--- config.mk ---
export PLATFORM = sky130hd
export DESIGN_NAME = rgb_mixer_n
export DESIGN_NICKNAME = d
export VERILOG_FILES = /design/src/rtl/rgb_mixer_pkg.sv /design/src/rtl/rgb_mixer_channel.sv /design/src/rtl/rgb_mixer_n.sv
export SDC_FILE = /design/constraint.sdc
export NUM_CORES = 1
export LEC_CHECK = 0
export ABC_AREA = 1
export ABC_CLOCK_PERIOD_IN_PS = 3350
export CAP_MARGIN = 20
export CORE_UTILIZATION = 40
export CTS_CLUSTER_DIAMETER = 80
export DETAILED_ROUTE_END_ITERATION = 8
export SYNTH_ARGS = -nofsm -noshare
export SYNTH_HDL_FRONTEND = slang
export SYNTH_SLANG_ARGS = --single-unit
--- constraint.sdc ---
create_clock -name clk -period 3.35 [get_ports clk]
set_input_delay 0.67 -clock clk [delete_from_list [all_inputs] [get_ports clk]]
set_output_delay 0.67 -clock clk [all_outputs]
set_load 0.01 [all_outputs]
--- src/rtl/rgb_mixer_pkg.sv ---
// Shared defaults, level type and the saturating/wrapping level-step helper
// for the rgb_mixer_n encoder-to-PWM mixer.
package rgb_mixer_pkg;

  localparam int unsigned DEF_LEVEL_WIDTH     = 8;
  localparam int unsigned DEF_DEBOUNCE_CYCLES = 7;
  localparam int unsigned DEF_STEP            = 1;
  localparam int unsigned MAX_LEVEL_WIDTH     = 16;

  typedef logic [DEF_LEVEL_WIDTH-1:0] level_t;
  typedef logic [MAX_LEVEL_WIDTH:0]   wide_level_t;

  // One extra bit of headroom lets the overflow/underflow be seen before
  // deciding between clamping and truncating to 'width' bits.
  function automatic wide_level_t level_step(
    input wide_level_t cur,
    input wide_level_t step,
    input logic        inc,
    input logic        sat,
    input int unsigned width
  );
    wide_level_t lim;
    wide_level_t res;
    lim = wide_level_t'((32'd1 << width) - 32'd1);
    if (inc) begin
      res = cur + step;
      if (sat && (res > lim)) res = lim;
    end else begin
      if (sat && (step > cur)) res = '0;
      else                     res = cur - step;
    end
    return res & lim;
  endfunction

endpackage

--- src/rtl/rgb_mixer_channel.sv ---
// One mixer channel: encoder synchroniser, A/B debouncers, x1 decoder,
// double-buffered shadow/active level and registered PWM comparator.
module rgb_mixer_channel import rgb_mixer_pkg::*; #(
  parameter int unsigned LEVEL_WIDTH     = DEF_LEVEL_WIDTH,
  parameter int unsigned DEBOUNCE_CYCLES = DEF_DEBOUNCE_CYCLES,
  parameter int unsigned STEP            = DEF_STEP,
  parameter bit          SATURATE        = 1'b1
) (
  input  logic                   clk,
  input  logic                   reset,
  input  logic                   i_enc_a,
  input  logic                   i_enc_b,
  input  logic                   i_reload,
  input  logic [LEVEL_WIDTH-1:0] i_phase,
  input  logic                   i_load_en,
  input  logic [LEVEL_WIDTH-1:0] i_load_value,
  output logic                   o_pwm
);

  localparam int unsigned DCW = $clog2(DEBOUNCE_CYCLES + 1);

  logic [1:0]             r_sync1;
  logic [1:0]             r_sync2;
  logic [1:0]             r_deb;
  logic [DCW-1:0]         r_dcnt [2];
  logic                   r_prev_a;
  logic [LEVEL_WIDTH-1:0] r_shadow;
  logic [LEVEL_WIDTH-1:0] r_active;
  logic                   r_pwm;
  logic [1:0]             w_enc;
  logic                   w_rise;

  assign w_enc  = {i_enc_b, i_enc_a};
  assign w_rise = r_deb[0] & ~r_prev_a;
  assign o_pwm  = r_pwm;

  always_ff @(posedge clk or posedge reset) begin
    if (reset) begin
      r_sync1 <= '0;
      r_sync2 <= '0;
    end else begin
      r_sync1 <= w_enc;
      r_sync2 <= r_sync1;
    end
  end

  // Bit 0 debounces A, bit 1 debounces B; any agreement restarts the count.
  always_ff @(posedge clk or posedge reset) begin
    if (reset) begin
      r_deb <= '0;
      for (int k = 0; k < 2; k++) r_dcnt[k] <= '0;
    end else begin
      for (int k = 0; k < 2; k++) begin
        if (r_sync2[k] != r_deb[k]) begin
          if (r_dcnt[k] == DCW'(DEBOUNCE_CYCLES - 1)) begin
            r_deb[k]  <= r_sync2[k];
            r_dcnt[k] <= '0;
          end else begin
            r_dcnt[k] <= r_dcnt[k] + DCW'(1);
          end
        end else begin
          r_dcnt[k] <= '0;
        end
      end
    end
  end

  // A preset load wins over a same-cycle detent; active only follows at reload.
  always_ff @(posedge clk or posedge reset) begin
    if (reset) begin
      r_prev_a <= 1'b0;
      r_shadow <= '0;
      r_active <= '0;
      r_pwm    <= 1'b0;
    end else begin
      r_prev_a <= r_deb[0];
      if (i_load_en) begin
        r_shadow <= i_load_value;
      end else if (w_rise) begin
        r_shadow <= LEVEL_WIDTH'(level_step(wide_level_t'(r_shadow), wide_level_t'(STEP),
                                            ~r_deb[1], SATURATE, LEVEL_WIDTH));
      end
      if (i_reload) r_active <= r_shadow;
      r_pwm <= (i_phase < r_active);
    end
  end

endmodule

--- src/rtl/rgb_mixer_n.sv ---
// NUM_CHANNELS encoder-driven PWM mixer sharing one period counter.
// Define RGB_MIXER_PRESET_LOAD_EN to add the load_en/load_ch/load_value preset port.
module rgb_mixer_n import rgb_mixer_pkg::*; #(
  parameter int unsigned NUM_CHANNELS    = 3,
  parameter int unsigned LEVEL_WIDTH     = DEF_LEVEL_WIDTH,
  parameter int unsigned DEBOUNCE_CYCLES = DEF_DEBOUNCE_CYCLES,
  parameter int unsigned STEP            = DEF_STEP,
  parameter bit          SATURATE        = 1'b1,
  parameter int unsigned PHASE_STEP      = 0
) (
  input  logic                    clk,
  input  logic                    reset,
  input  logic [NUM_CHANNELS-1:0] enc_a,
  input  logic [NUM_CHANNELS-1:0] enc_b,
`ifdef RGB_MIXER_PRESET_LOAD_EN
  input  logic                    load_en,
  input  logic [((NUM_CHANNELS > 1) ? $clog2(NUM_CHANNELS) : 1)-1:0] load_ch,
  input  logic [LEVEL_WIDTH-1:0]  load_value,
`endif
  output logic [NUM_CHANNELS-1:0] pwm_out,
  output logic                    period_start
);

  localparam logic [LEVEL_WIDTH-1:0] CNT_MAX = '1;

  logic [LEVEL_WIDTH-1:0]  r_cnt;
  logic                    r_period_start;
  logic                    w_reload;
  logic [NUM_CHANNELS-1:0] w_load_en;
  logic [LEVEL_WIDTH-1:0]  w_load_value;

  assign w_reload     = (r_cnt == CNT_MAX);
  assign period_start = r_period_start;

  // period_start is high exactly while cnt sits at its maximum (the reload cycle).
  always_ff @(posedge clk or posedge reset) begin
    if (reset) begin
      r_cnt          <= '0;
      r_period_start <= 1'b0;
    end else begin
      r_cnt          <= r_cnt + LEVEL_WIDTH'(1);
      r_period_start <= (r_cnt == (CNT_MAX - LEVEL_WIDTH'(1)));
    end
  end

`ifdef RGB_MIXER_PRESET_LOAD_EN
  localparam int unsigned CH_W = (NUM_CHANNELS > 1) ? $clog2(NUM_CHANNELS) : 1;
  assign w_load_value = load_value;
  for (genvar g = 0; g < NUM_CHANNELS; g++) begin : g_load
    assign w_load_en[g] = load_en && (load_ch == CH_W'(g));
  end
`else
  assign w_load_value = '0;
  assign w_load_en    = '0;
`endif

  for (genvar g = 0; g < NUM_CHANNELS; g++) begin : g_ch
    logic [LEVEL_WIDTH-1:0] w_phase;
    assign w_phase = r_cnt + LEVEL_WIDTH'(g * PHASE_STEP);

    rgb_mixer_channel #(
      .LEVEL_WIDTH     (LEVEL_WIDTH),
      .DEBOUNCE_CYCLES (DEBOUNCE_CYCLES),
      .STEP            (STEP),
      .SATURATE        (SATURATE)
    ) u_ch (
      .clk          (clk),
      .reset        (reset),
      .i_enc_a      (enc_a[g]),
      .i_enc_b      (enc_b[g]),
      .i_reload     (w_reload),
      .i_phase      (w_phase),
      .i_load_en    (w_load_en[g]),
      .i_load_value (w_load_value),
      .o_pwm        (pwm_out[g])
    );
  end

endmodule

**Yosys cells after proc, flatten, opt, wreduce, memory -nomap -nowiden**

Cells that the tools add are included.
Widths: inputs -> output; s select.

- Flip-flop bits (word level): 99
- Latch bits: 0
- Memory bits (writable): 0
- Memory bits (read-only): 0
- Input port bits: 8
- Memories kept: 0

- Add/sub/neg operators: 13
- Multiply operators: 0
- Div/mod/pow operators: 0
- $lt $le $gt $ge: 9
- Equality and inequality tests: 14
- Shifts and indexed selects: 0
- Multiplexer cells: 21
- Bitwise logic cells: 6
- Reductions and logical operators: 6

Operators with widths:

| kind | count |
|---|---|
| $mux 8 | 9 |
| $mux 3 | 12 |
| $add 8x1->9 const B | 3 |
| $gt 9x8->1 const B | 3 |
| $gt 1x8->1 const A | 3 |
| $lt 8x8->1 | 3 |
| $sub 8x1->8 const B | 3 |
| $add 3x1->3 const B | 6 |
| $eq 3x3->1 const B | 6 |
| $eq 8x8->1 const B | 2 |
| $reduce_and 2->1 | 6 |
| $add 8x1->8 const B | 1 |
| $ne 1x1->1 | 6 |
| $and 1x1->1 | 3 |
| $not 1->1 | 3 |

**Depth between registers and ports, before layout**

Gate-level depths: netlist of run 1.

- Depth after elaboration: 4
- Gate-level depth with buffers: 11
- Mapped depth without buffers: 11

**Cells and area by module**

Synthesis of run 1 repeated with hierarchy kept, for this count alone.

- Cell total of the unflattened synthesis: 757
- Area total of the unflattened synthesis: 5894.4 µm²

Modules (own cells, without submodules):

| module | instances | cells an instance | area each (µm²) | sequential area each (µm²) |
|---|---|---|---|---|
| rgb_mixer_channel | 3 | 237 | 1828.0 | 750.7 |
| rgb_mixer_n | 1 | 46 | 410.4 | 225.2 |

**Worst setup path before layout of run 1**

No wires, ideal clock.

- Path type: flip-flop to flip-flop
- From: reg r_cnt[1]
- To: reg g_ch[0].u_ch.r_active[0]
- Library setup time: 131 ps
- Arrival time: 1453 ps
- Setup slack: 1766 ps
- Stages on the path, launching flop included: 11
- Period minus slack after synthesis: 1584 ps
- Cell sequence: dfrtp_1 ha_1 inv_1 nor2_2 nand3_1 nor2_1 nand2_1 buf_4 buf_6 nand2_1 o21ai_0

- Cells in the longest elaborated chain, start to end: 1

RTL lines:

| what | RTL line | RTL |
|---|---|---|
| start: declaration | rgb_mixer_n.sv:26 | `logic [LEVEL_WIDTH-1:0] r_cnt;` |
| start signal: assignment | rgb_mixer_n.sv:41 | `r_cnt <= r_cnt + LEVEL_WIDTH'(1);` |
| $eq 8x8->1 | rgb_mixer_n.sv:32 | `assign w_reload = (r_cnt == CNT_MAX);` |
| end signal: assignment | rgb_mixer_channel.sv:83 | `if (i_reload) r_active <= r_shadow;` |
| end: declaration | rgb_mixer_channel.sv:28 | `logic [LEVEL_WIDTH-1:0] r_active;` |

Every way passes these cells.
A chain may end at the register's enable or synchronous reset.

**Worst setup path in the final report of run 1**

- From: reg r_cnt[1]
- To: reg g_ch[0].u_ch.r_active[7]

Same word-level chain as after synthesis.

==> impl_metrics.yaml, run 1 <==
timing:
  fin_crit_sh_pct: 64.5
  clock_skew_ns: 0.00587
  final-hold-violation-count: 0
  tns_ns: 0
  fin_crit_ns: 2.16
  rsz0062_at_grt: "no"
  max_slew_margin_pct: 43.6
  worst_slew_pin_slew_ns: 0.843
  finalSetupViolCount: 0
  slew_viol_final: 0
  fmax_mhz: 463
grt:
  grt_pass1_wl_um: 18400
  grt_max_degree: 45
  grt-ovfl-total: 0
  grt_usage_pct: 16.0
  antenna_found_initial: 0
  grt_pass1_vias: 4145
route:
  wl_per_cell_um: 11.9
  postRouteAntennaNets: 0
  drc_errors: 0
  drt_iter0_markers: 291
  firstDrtPassIters: 4
  via_per_inst: 4.98
  vias: 4295
  wirelength_um: 10300
final_layout:
  area_growth_pct: 9.88
  antenna_cells: 0
  drive_gt1_share_pct: 7.29
  fin_util_pct: 45.6
  nets: 721
  fill_cells: 1339
power:
  powerDensity_mw_per_mm2: 758
  vdd_drop_max_mv: 0.291
  leakagePower_nw: 2.90
clock_tree:
  postCtsHoldBufs: 0
  htreeDepth: 3
  cts_buffers: 9
  post-cts-setup-buffer-count: 0
  clock_latency_ns: 0.35
  cts_resized: 0
  cts_buffer_depth: 2
  clk_pin_slew_ns: 0.07
  root_buffer: "clkbuf_16"
  cts_tree: "done"
  clock-sinks: 99
logic_synthesis:
  syn_area_mm2: 0.00554
  synth_area_per_cell_um2: 8.21
  yosys.area.top_type_share_pct: 44.7
  ys_warn_count: 0
  ys_ff_latch: 99
  synth_nets: 714
  seq_area_frac_synth_pct: 44.7
  netlist_instances: 674
  yosys-top-cells-area: "dfrtp_1 45%, nand2_1 8.7%, ha_1 7.2%, inv_1 6.6%, o21ai_0 5.0%"
  synthDistinctLibCells: 30
  yosys.area.top_type: "dfrtp_1"
flow_run:
  drv_cap: 0
placement:
  gp_congestion: 0.885
  dp_hpwl_um: 7520
  port-buffer-count: 11
worst_setup_path:
  path_max_fanout: 25
  max_stage_delay_ns: 0.48
  crit_chain: "ha_1 -> inv_1 -> nor2_2 -> nand3_1 -> nor2_1 -> nand2_1 -> buf_4 -> nand2_1 -> o21ai_0"
  worstReg2RegStart: "r_cnt[1]$_DFF_PP0_"
  rrSetupSlack_ns: 1.19
  crit_start: "r_cnt[1]$_DFF_PP0_"
  cp_num_buf_inv: 2
  crit_top_cell: "nand2_1"
  cp_slowest_cell: "dfrtp_1"
  crit_path_end_kind: "flop"
  cp_top_family: "simple AND/OR/NAND/NOR gates"
  start_kind: "flop"
  critPathArrivalTime_ns: 2.39
  crit_type: "flop to flop"
  cp_data_required_time_ns: 3.58
floorplanning:
  fp.dieW_um: 120
  row_count: 42
  die-area_mm2: 0.0143
  start_util_pct: 41.5
  pin_count: 12
  core-area_mm2: 0.0133
  dieHeight_um: 120
worst_hold_path:
  hold_path_class: "flop to flop"
  hold_start: "g_ch[2].u_ch.r_sync1[0]$_DFF_PP0_"
outcome:
  status: "completed"
power breakdown:
group | total, mW | internal (mW) | switching [mW] | leakage, nW
Sequential | 1.82 | 1.46 | 0.351 | 1.26
Combinational | 1.71 | 0.615 | 1.10 | 1.49
Clock | 1.08 | 0.640 | 0.439 | 0.148
Total | 4.61 | 2.72 | 1.89 | 2.90
per-stage QoR:
stage	setup slack, ns	cells	area (um^2)	power (mW)	hold WS [ns]
2_1_floorplan	0.0896	674	5540	3.21	0.331
3_3_place_gp	1.29	846	5770	3.49	0.334
3_5_place_dp	1.19	846	5770	3.54	0.336
4_1_cts	1.18	862	6080	4.65	0.350
5_1_grt	0.942	862	6080	5.01	0.352
6_report	1.19	862	6080	4.61	0.349
cell usage after synthesis:
cell	n
a21oi_1	41
a21oi_2	10
a31oi_1	6
buf_4	9
buf_6	4
clkbuf_1	4
dfrtp_1	99
dlygate4sd1_1	1
ha_1	32
inv_1	98
inv_2	2
mux2i_1	6
nand2_1	128
nand2_2	2
nand3_1	40
nand3_2	5
nand4_1	9
nand4_4	1
nor2_1	65
nor2_2	9
nor2_4	1
nor3_1	10
o211ai_1	2
o21ai_0	55
o21ai_1	5
o21ai_2	1
o22ai_1	1
o31ai_1	1
xnor2_1	5
xor2_1	22
placed cells by master (no fill, tap or decap), drive strengths merged, types with 10 or more instances in the layout:
cell type,netlist,layout
a21oi,51,51
clkbuf,4,13
clkdlybuf4s50,0,11
dfrtp,99,99
ha,32,32
inv,100,100
nand2,130,130
nand3,45,45
nand4,10,10
nor2,75,75
nor3,10,10
o21ai,61,61
xor2,22,22
registers in the layout, summed over array words and instances (netlist names):
register            cells
g_ch.u_ch.r_deb         6
g_ch.u_ch.o_pwm         3
g_ch.u_ch.r_prev_a      3
g_ch.u_ch.r_sync1       6
r_cnt                   8
g_ch.u_ch.r_active     24
g_ch.u_ch.r_dcnt       18
period_start            1
g_ch.u_ch.r_sync2       6
g_ch.u_ch.r_shadow     24
metal layers:
metal	share of wire [%]	vias to the layer above	GRT usage, %
met5	0	-	0
met4	1.6	0	6.25
met3	4.0	13	3.80
met2	46	68	26.1
met1	48	2034	20.4
li1	-	2180	-
logic make-up (layout without fill, tap and decap cells):
kind of cell | count (synthesis) | in the layout | share of synthesized area, %
AND/OR/NAND/NOR | 270 | 270 | 21.4
XOR/XNOR | 27 | 27 | 4.27
flip-flops | 99 | 99 | 44.7
AO/OA/AOI/OAI | 122 | 122 | 12.1
buffers and inverters | 118 | 130 | 9.24
multiplexers | 6 | 6 | 1.08
adder cells (fa/ha/maj) | 32 | 32 | 7.23
final timing paths:
path	end	cells past startpoint
min reg2reg	g_ch[2].u_ch.r_sync2[0]$_DFF_PP0_	0
min in group asynchronous	g_ch[0].u_ch.r_dcnt[5]$_DFF_PP0_	2
max in group asynchronous	g_ch[1].u_ch.r_shadow[0]$_DFFE_PP0P_	3
min	g_ch[2].u_ch.r_sync2[0]$_DFF_PP0_	0
max reg2reg	g_ch[0].u_ch.r_active[7]$_DFFE_PP0N_	9
max	g_ch[0].u_ch.r_active[7]$_DFFE_PP0N_	9
area by class of cell:
cell class	count	area, um^2	area share (%)
Sequential cell	99	2480	40.7
Clock inverter	3	45.0	0.740
Inverter	100	378	6.21
Clock buffer	13	270	4.44
Timing Repair Buffer	14	145	2.39
Multi-Input combinational cell	457	2550	41.9
Tap cell	176	220	3.62
No activity file was read; power rests on OpenSTA's default activity.
==> run 2, diff against run 1 <==
--- a/config.mk
+++ b/config.mk
@@ -6,7 +6,7 @@
 export NUM_CORES = 1
 export LEC_CHECK = 0
 export ABC_AREA = 1
-export ABC_CLOCK_PERIOD_IN_PS = 3350
+export ABC_CLOCK_PERIOD_IN_PS = 2200
 export CAP_MARGIN = 20
 export CORE_UTILIZATION = 40
 export CTS_CLUSTER_DIAMETER = 80
==> constraint.sdc (replaced) <==
create_clock -name clk -period 2.2 [get_ports clk]
set_input_delay 0.44 -clock clk [delete_from_list [all_inputs] [get_ports clk]]
set_output_delay 0.44 -clock clk [all_outputs]
set_load 0.01 [all_outputs]
==> run 2 against run 1 <==
Final area rose by 0.25%. Clock skew is 0.0019 ns higher. Maximum frequency increased by 17%. Via count decreased by 0.75%. Critical path depth did not move. Clock-buffer cell count fell by 3. Wire length up 1.2%. Flip-flop and latch count stayed put. Hold slack about the same. Critical endpoint is now g_ch[0].u_ch.r_shadow[1]$_DFFE_PP0P_. Largest cell class unchanged.
==> impl_metrics.yaml, run 2 (synthesis gave the netlist of run 1 again) <==
floorplanning:
  die-area_mm2: 0.0143
  start_util_pct: 41.5
  fp.dieW_um: 120
  dieHeight_um: 120
  core-area_mm2: 0.0133
  pin_count: 12
  row_count: 42
grt:
  grt_usage_pct: 16.1
  gr-usage-met2_pct: 26.0
  top_usage_layer: "met2"
  grt-ovfl-total: 0
  met1_usage_pct: 20.9
  grt_max_degree: 49
  antenna_found_initial: 0
  global_route.usage.met3_pct: 4.13
  grt_pass1_wl_um: 18500
  grt_pass1_vias: 4044
route:
  firstDrtPassIters: 5
  wl_per_cell_um: 12.0
  vias: 4263
  drt_iter0_markers: 376
  via_per_inst: 4.93
  wirelength_um: 10400
  postRouteAntennaNets: 0
  drc_errors: 0
final_layout:
  reg_top3: "g_ch.u_ch.r_active (24), g_ch.u_ch.r_shadow (24), g_ch.u_ch.r_dcnt (18)"
  fill_cells: 1292
  area_growth_pct: 10.1
  fin_util_pct: 45.7
  antenna_cells: 0
  drive_gt1_share_pct: 7.84
  nets: 724
  most-common-layout-cells: "128 x nand2_1, 99 x dfrtp_1, 97 x inv_1, 65 x nor2_1, 55 x o21ai_0"
  final_common_cell: "nand2_1"
power:
  leakagePower_nw: 2.91
  vdd_drop_max_mv: 0.616
  powerDensity_mw_per_mm2: 1150
outcome:
  status: "completed"
clock_tree:
  htreeDepth: 3
  root_buffer: "clkbuf_16"
  postCtsHoldBufs: 0
  clk_pin_slew_ns: 0.07
  post-cts-setup-buffer-count: 0
  clock-sinks: 99
  cts_buffer_depth: 2
  clock_latency_ns: 0.35
  cts_tree: "done"
  cts_buffers: 9
  cts_resized: 0
timing:
  clock_skew_ns: 0.00778
  max_slew_margin_pct: 67.9
  rsz0062_at_grt: "no"
  fin_crit_sh_pct: 84.1
  worst_slew_pin_slew_ns: 0.480
  tns_ns: 0
  finalSetupViolCount: 0
  fmax_mhz: 541
  slew_viol_final: 0
  fin_crit_ns: 1.85
  final-hold-violation-count: 0
placement:
  dp_hpwl_um: 7580
  port-buffer-count: 11
  gp_congestion: 0.893
worst_setup_path:
  max_stage_delay_ns: 0.42
  cp_num_buf_inv: 3
  cp_slowest_cell: "dfrtp_1"
  crit_path_end_kind: "flop"
  path_max_fanout: 8
  critPathArrivalTime_ns: 2.13
  crit_type: "flop to flop"
  crit_top_cell: "inv_1"
  cp_top_family: "simple AND/OR/NAND/NOR gates"
  start_kind: "flop"
  crit_chain: "inv_1 -> ha_1 -> nand3_1 -> nor2_1 -> nor2_2 -> inv_1 -> o21ai_0 -> inv_1 -> a21oi_2"
  cp_data_required_time_ns: 2.48
worst_hold_path:
  hold_path_class: "flop to flop"
flow_run:
  drv_cap: 0
-- run 2: cell count changes in the layout (fill, tap and decap cells not counted), sizes merged --
| cell | before | now |
|---|---|---|
| inv | 100 | 102 |
| bufinv | 1 | 0 |
| clkbuf | 13 | 10 |
| clkinvlp | 2 | 1 |
| buf | 3 | 6 |
| clkinv | 0 | 3 |
-- run 2: worst paths after layout --
path	endpoint	startpoint	cells after the start	slack, ns
setup / recovery	g_ch[0].u_ch.r_shadow[1]$_DFFE_PP0P_	g_ch[0].u_ch.r_shadow[0]$_DFFE_PP0P_	9	0.35
hold / removal	g_ch[2].u_ch.r_sync2[1]$_DFF_PP0_	g_ch[2].u_ch.r_sync1[1]$_DFF_PP0_	0	0.35
setup reg to reg	g_ch[0].u_ch.r_shadow[1]$_DFFE_PP0P_	g_ch[0].u_ch.r_shadow[0]$_DFFE_PP0P_	9	0.35
hold reg to reg	g_ch[2].u_ch.r_sync2[1]$_DFF_PP0_	g_ch[2].u_ch.r_sync1[1]$_DFF_PP0_	0	0.35
max in group asynchronous	g_ch[1].u_ch.r_active[5]$_DFFE_PP0N_	reset	3	1.19
min in group asynchronous	g_ch[1].u_ch.r_deb[0]$_DFFE_PP0P_	reset	2	0.44
-- run 2: layer usage --
layer	up-vias	wire, um
li1	2185	-
met1	2005	5080
met2	57	4850
met3	16	289
met4	0	165
met5	-	0
-- run 2: worst register-to-register path, stage by stage, from the launching register on --
cell and delay (ns):
dfrtp_1 0.42, inv_1 0.17, ha_1 0.26, nand3_1 0.15, nor2_1 0.09, nor2_2 0.22, inv_1 0.08, o21ai_0 0.19
inv_1 0.08, a21oi_2 0.13
-- run 2: final cells by class --
cell class / count / area (um^2) / area share, %
Clock inverter: 6 / 55.1 / 0.903
Tap cell: 176 / 220 / 3.61
Sequential cell: 99 / 2480 / 40.6
Clock buffer: 10 / 239 / 3.92
Inverter: 100 / 379 / 6.22
Timing Repair Buffer: 17 / 180 / 2.95
Multi-Input combinational cell: 457 / 2550 / 41.8
-- run 2: power by group --
group	switching, mW	internal [mW]	total (mW)
combinational	1.72	0.968	2.68
sequential	0.545	2.23	2.77
clock	0.721	0.820	1.54
-- run 2: stage by stage --
stage               std cells  total power, mW  instance area [um^2]  setup WS (ns)  hold slack (ns)
floorplan                 674             4.89                  5540          0.584            0.331
global placement          849             5.42                  5800          0.423            0.333
detailed placement        849             5.47                  5800          0.370            0.336
CTS                       865             7.06                  6100          0.354            0.352
global route              865             7.62                  6100          0.138            0.357
finish                    865             7.00                  6100          0.350            0.350
==> RTL change: new RTL, flow settings as in run 2 <==
Change the package constant `DEF_LEVEL_WIDTH` from 8 to 10.
--- a/src/rtl/rgb_mixer_pkg.sv
+++ b/src/rtl/rgb_mixer_pkg.sv
@@ -3,5 +3,5 @@
 package rgb_mixer_pkg;
 
-  localparam int unsigned DEF_LEVEL_WIDTH     = 8;
+  localparam int unsigned DEF_LEVEL_WIDTH     = 10;
   localparam int unsigned DEF_DEBOUNCE_CYCLES = 7;
   localparam int unsigned DEF_STEP            = 1;
Behaviour: same outputs for any inputs over 10 cycles, from zero or initial values and one cycle with reset high; that may be too few to reach the edited logic, so the function may still have changed.
==> RTL change against run 2 <==
Die area increased by 21%. Total power is 34% higher. Design area up 26%. Worst setup slack worse by 0.16 ns. Area after synthesis rose by 21%. Sequential cell count increased by 14. Routed wire length up 29%. Critical path type unchanged. Critical endpoint is now g_ch[2].u_ch.r_shadow[5]$_DFFE_PP0P_. Highest routed layer unchanged.
==> RTL change: results (changes against run 2) <==
number of non-filler instances in the completed layout=1,112 (+29%); worst reg2reg path startpoint=g_ch[2].u_ch.r_shadow[0]$_DFFE_PP0P_; clock latency on the worst-skew pair=0.41 ns (+0.06 ns); initial antenna violation count=0 (unchanged); post-synthesis cell count=867 (+29%); category of the worst setup path launch point=flop; CTS Root Cell=sky130_fd_sc_hd__clkbuf_16; average routed wire per standard cell=12.08 um (+0.58%); wire length of the first global-routing pass=23,470 um (+27%); reg-to-reg critical path endpoint=g_ch[2].u_ch.r_shadow[5]$_DFFE_PP0P_; NumNets Final=929 (+28%); largest registers ranked by flip-flop count=g_ch.u_ch.r_active (30), g_ch.u_ch.r_shadow (30), g_ch.u_ch.r_dcnt (18); Placement Setup Slack=0.2093 ns (-0.1611 ns); CTS Buf Count=17 (+8); synthesis warning total=0 (unchanged); number of setup buffers added after CTS=0 (unchanged); worst-case register-to-register setup slack=0.19 ns (-0.16 ns); maximum level of the CTS H-tree=4 (+1); top cells by count, synth=sky130_fd_sc_hd__nand2_1 (189), sky130_fd_sc_hd__inv_1 (138), sky130_fd_sc_hd__dfrtp_1 (113); sequential fraction of the synthesis area=42.19% (-2.6 points); cell area after placement=7046 um2 (+21%); largest net degree at the start of global routing=63 (+29%); global-route usage over all layers=16.73% (+0.65 points); static leakage=3.817 nW (+31%); weighted congestion reported at the end of routability-driven placement=0.8747 (-2.0%); count of distinct cell types in the synthesized netlist=32 (+6.7%); path depth of the worst reg2reg path=7 (-2); type of the tightest min-delay check=in2async; transition at the pin with the smallest max-transition slack=0.4555 ns (-0.02442 ns); data arrival at the endpoint of the critical path=2.30 ns (+0.17 ns); PostCTS Resize Cnt=0 (unchanged); diodes inserted=0 (unchanged); number of buffers added to fix hold violations after cts=0 (unchanged); Avg Vias per Cell=4.787 (-2.9%); First DRT Iteration DRCs=363 (-3.5%); Max clock buf depth=2 (unchanged); clock tree skew after final layout=0.007700 ns (-0.00008360 ns); clock slew seen by the registers of the worst setup and hold paths=0.05 ns (-0.02 ns); ranking of synthesized cells by area=sky130_fd_sc_hd__dfrtp_1 (42%), sky130_fd_sc_hd__nand2_1 (11%), sky130_fd_sc_hd__inv_1 (7.7%); share of cells above drive strength 1=8.259% (+0.42 points); worst-path maximum fanout=6 (-2); Synth Flop Type=sky130_fd_sc_hd__dfrtp_1; via count of the first global-routing pass=5,019 (+24%); Post-synth ARST share=100.0% (unchanged); half-perimeter wire length of the detailed placement result=9674 um (+28%); result of the run=finished, final reports clean; input/output buffers=11 (unchanged); number of iterations in the first detailed-routing pass=5 (unchanged); worst hold margin=0.2777 ns (-0.07204 ns); post-synthesis net count=913 (+28%); IR Drop Worst-Case VDD=0.5631 mV (-8.5%); number of cells in the design after placement=1,080 (+27%)
## RTL change: cell types whose count changed in the layout (fill, tap and decap cells not counted), moves of 8 or more
cell | run 2 | this run
sky130_fd_sc_hd__nand2_1 | 128 | 189
sky130_fd_sc_hd__inv_1 | 97 | 137
sky130_fd_sc_hd__nor2_1 | 65 | 86
sky130_fd_sc_hd__dfrtp_1 | 99 | 113
sky130_fd_sc_hd__a21oi_1 | 41 | 51
sky130_fd_sc_hd__nand3_1 | 40 | 50
sky130_fd_sc_hd__clkbuf_16 | 9 | 17
## RTL change: kinds of logic (layout without fill, tap and decap cells)
logic type      Yosys count  in the layout  synth area share, %
compound gates          142            142                12.00
xor+xnor                 30             30                3.920
fa+ha+maj                38             38                7.094
buf+inv                 167            196                10.01
flops                   113            113                42.19
mux                       6              6               0.8961
simple gates            371            371                23.89
## RTL change: worst max-delay path by stage
stage / to / slack, ns
4_1_cts: g_ch[0].u_ch.r_shadow[1]$_DFFE_PP0P_ / 0.20
6_report: g_ch[2].u_ch.r_shadow[5]$_DFFE_PP0P_ / 0.19
3_3_place_gp: g_ch[0].u_ch.r_shadow[7]$_DFFE_PP0P_ / 0.20
5_1_grt: g_ch[2].u_ch.r_shadow[5]$_DFFE_PP0P_ / 0.01
2_1_floorplan: g_ch[0].u_ch.o_pwm$_DFF_PP0_ / 0.39
3_5_place_dp: g_ch[0].u_ch.r_shadow[1]$_DFFE_PP0P_ / 0.21
## RTL change: cell type report
type | instances | area (um2)
clock buffer | 23 | 478.0
clock inverter | 9 | 153.9
fill | 1626 | 8438
inverter | 143 | 540.5
multi-input combinational | 587 | 3209
sequential | 113 | 2828
tap | 216 | 270.3
timing repair buffer | 21 | 197.7
## RTL change: power by group
| part | internal [mW] | switching [mW] | total (mW) | leakage (nW) |
|---|---|---|---|---|
| clock | 1.98 | 0.910 | 2.89 | 0.303 |
| combinational | 1.14 | 2.03 | 3.17 | 2.09 |
| sequential | 2.55 | 0.745 | 3.30 | 1.43 |
| total | 5.68 | 3.68 | 9.36 | 3.82 |
## RTL change: critical path: stages (launching register included)
cell	delay, ns
sky130_fd_sc_hd__dfrtp_1	0.43
sky130_fd_sc_hd__inv_1	0.19
sky130_fd_sc_hd__ha_1	0.24
sky130_fd_sc_hd__nand4_1	0.22
sky130_fd_sc_hd__o21ai_1	0.31
sky130_fd_sc_hd__inv_1	0.19
sky130_fd_sc_hd__a21oi_1	0.24
sky130_fd_sc_hd__a21oi_2	0.08
## RTL change: layer usage
layer / vias to the layer above / routed length, um / global-route usage, %
met5: - / 0 / 0
met2: 62 / 6108 / 25.87
met1: 2447 / 6769 / 22.69
met3: 12 / 401 / 4.051
li1: 2802 / - / -
met4: 0 / 156 / 5.943
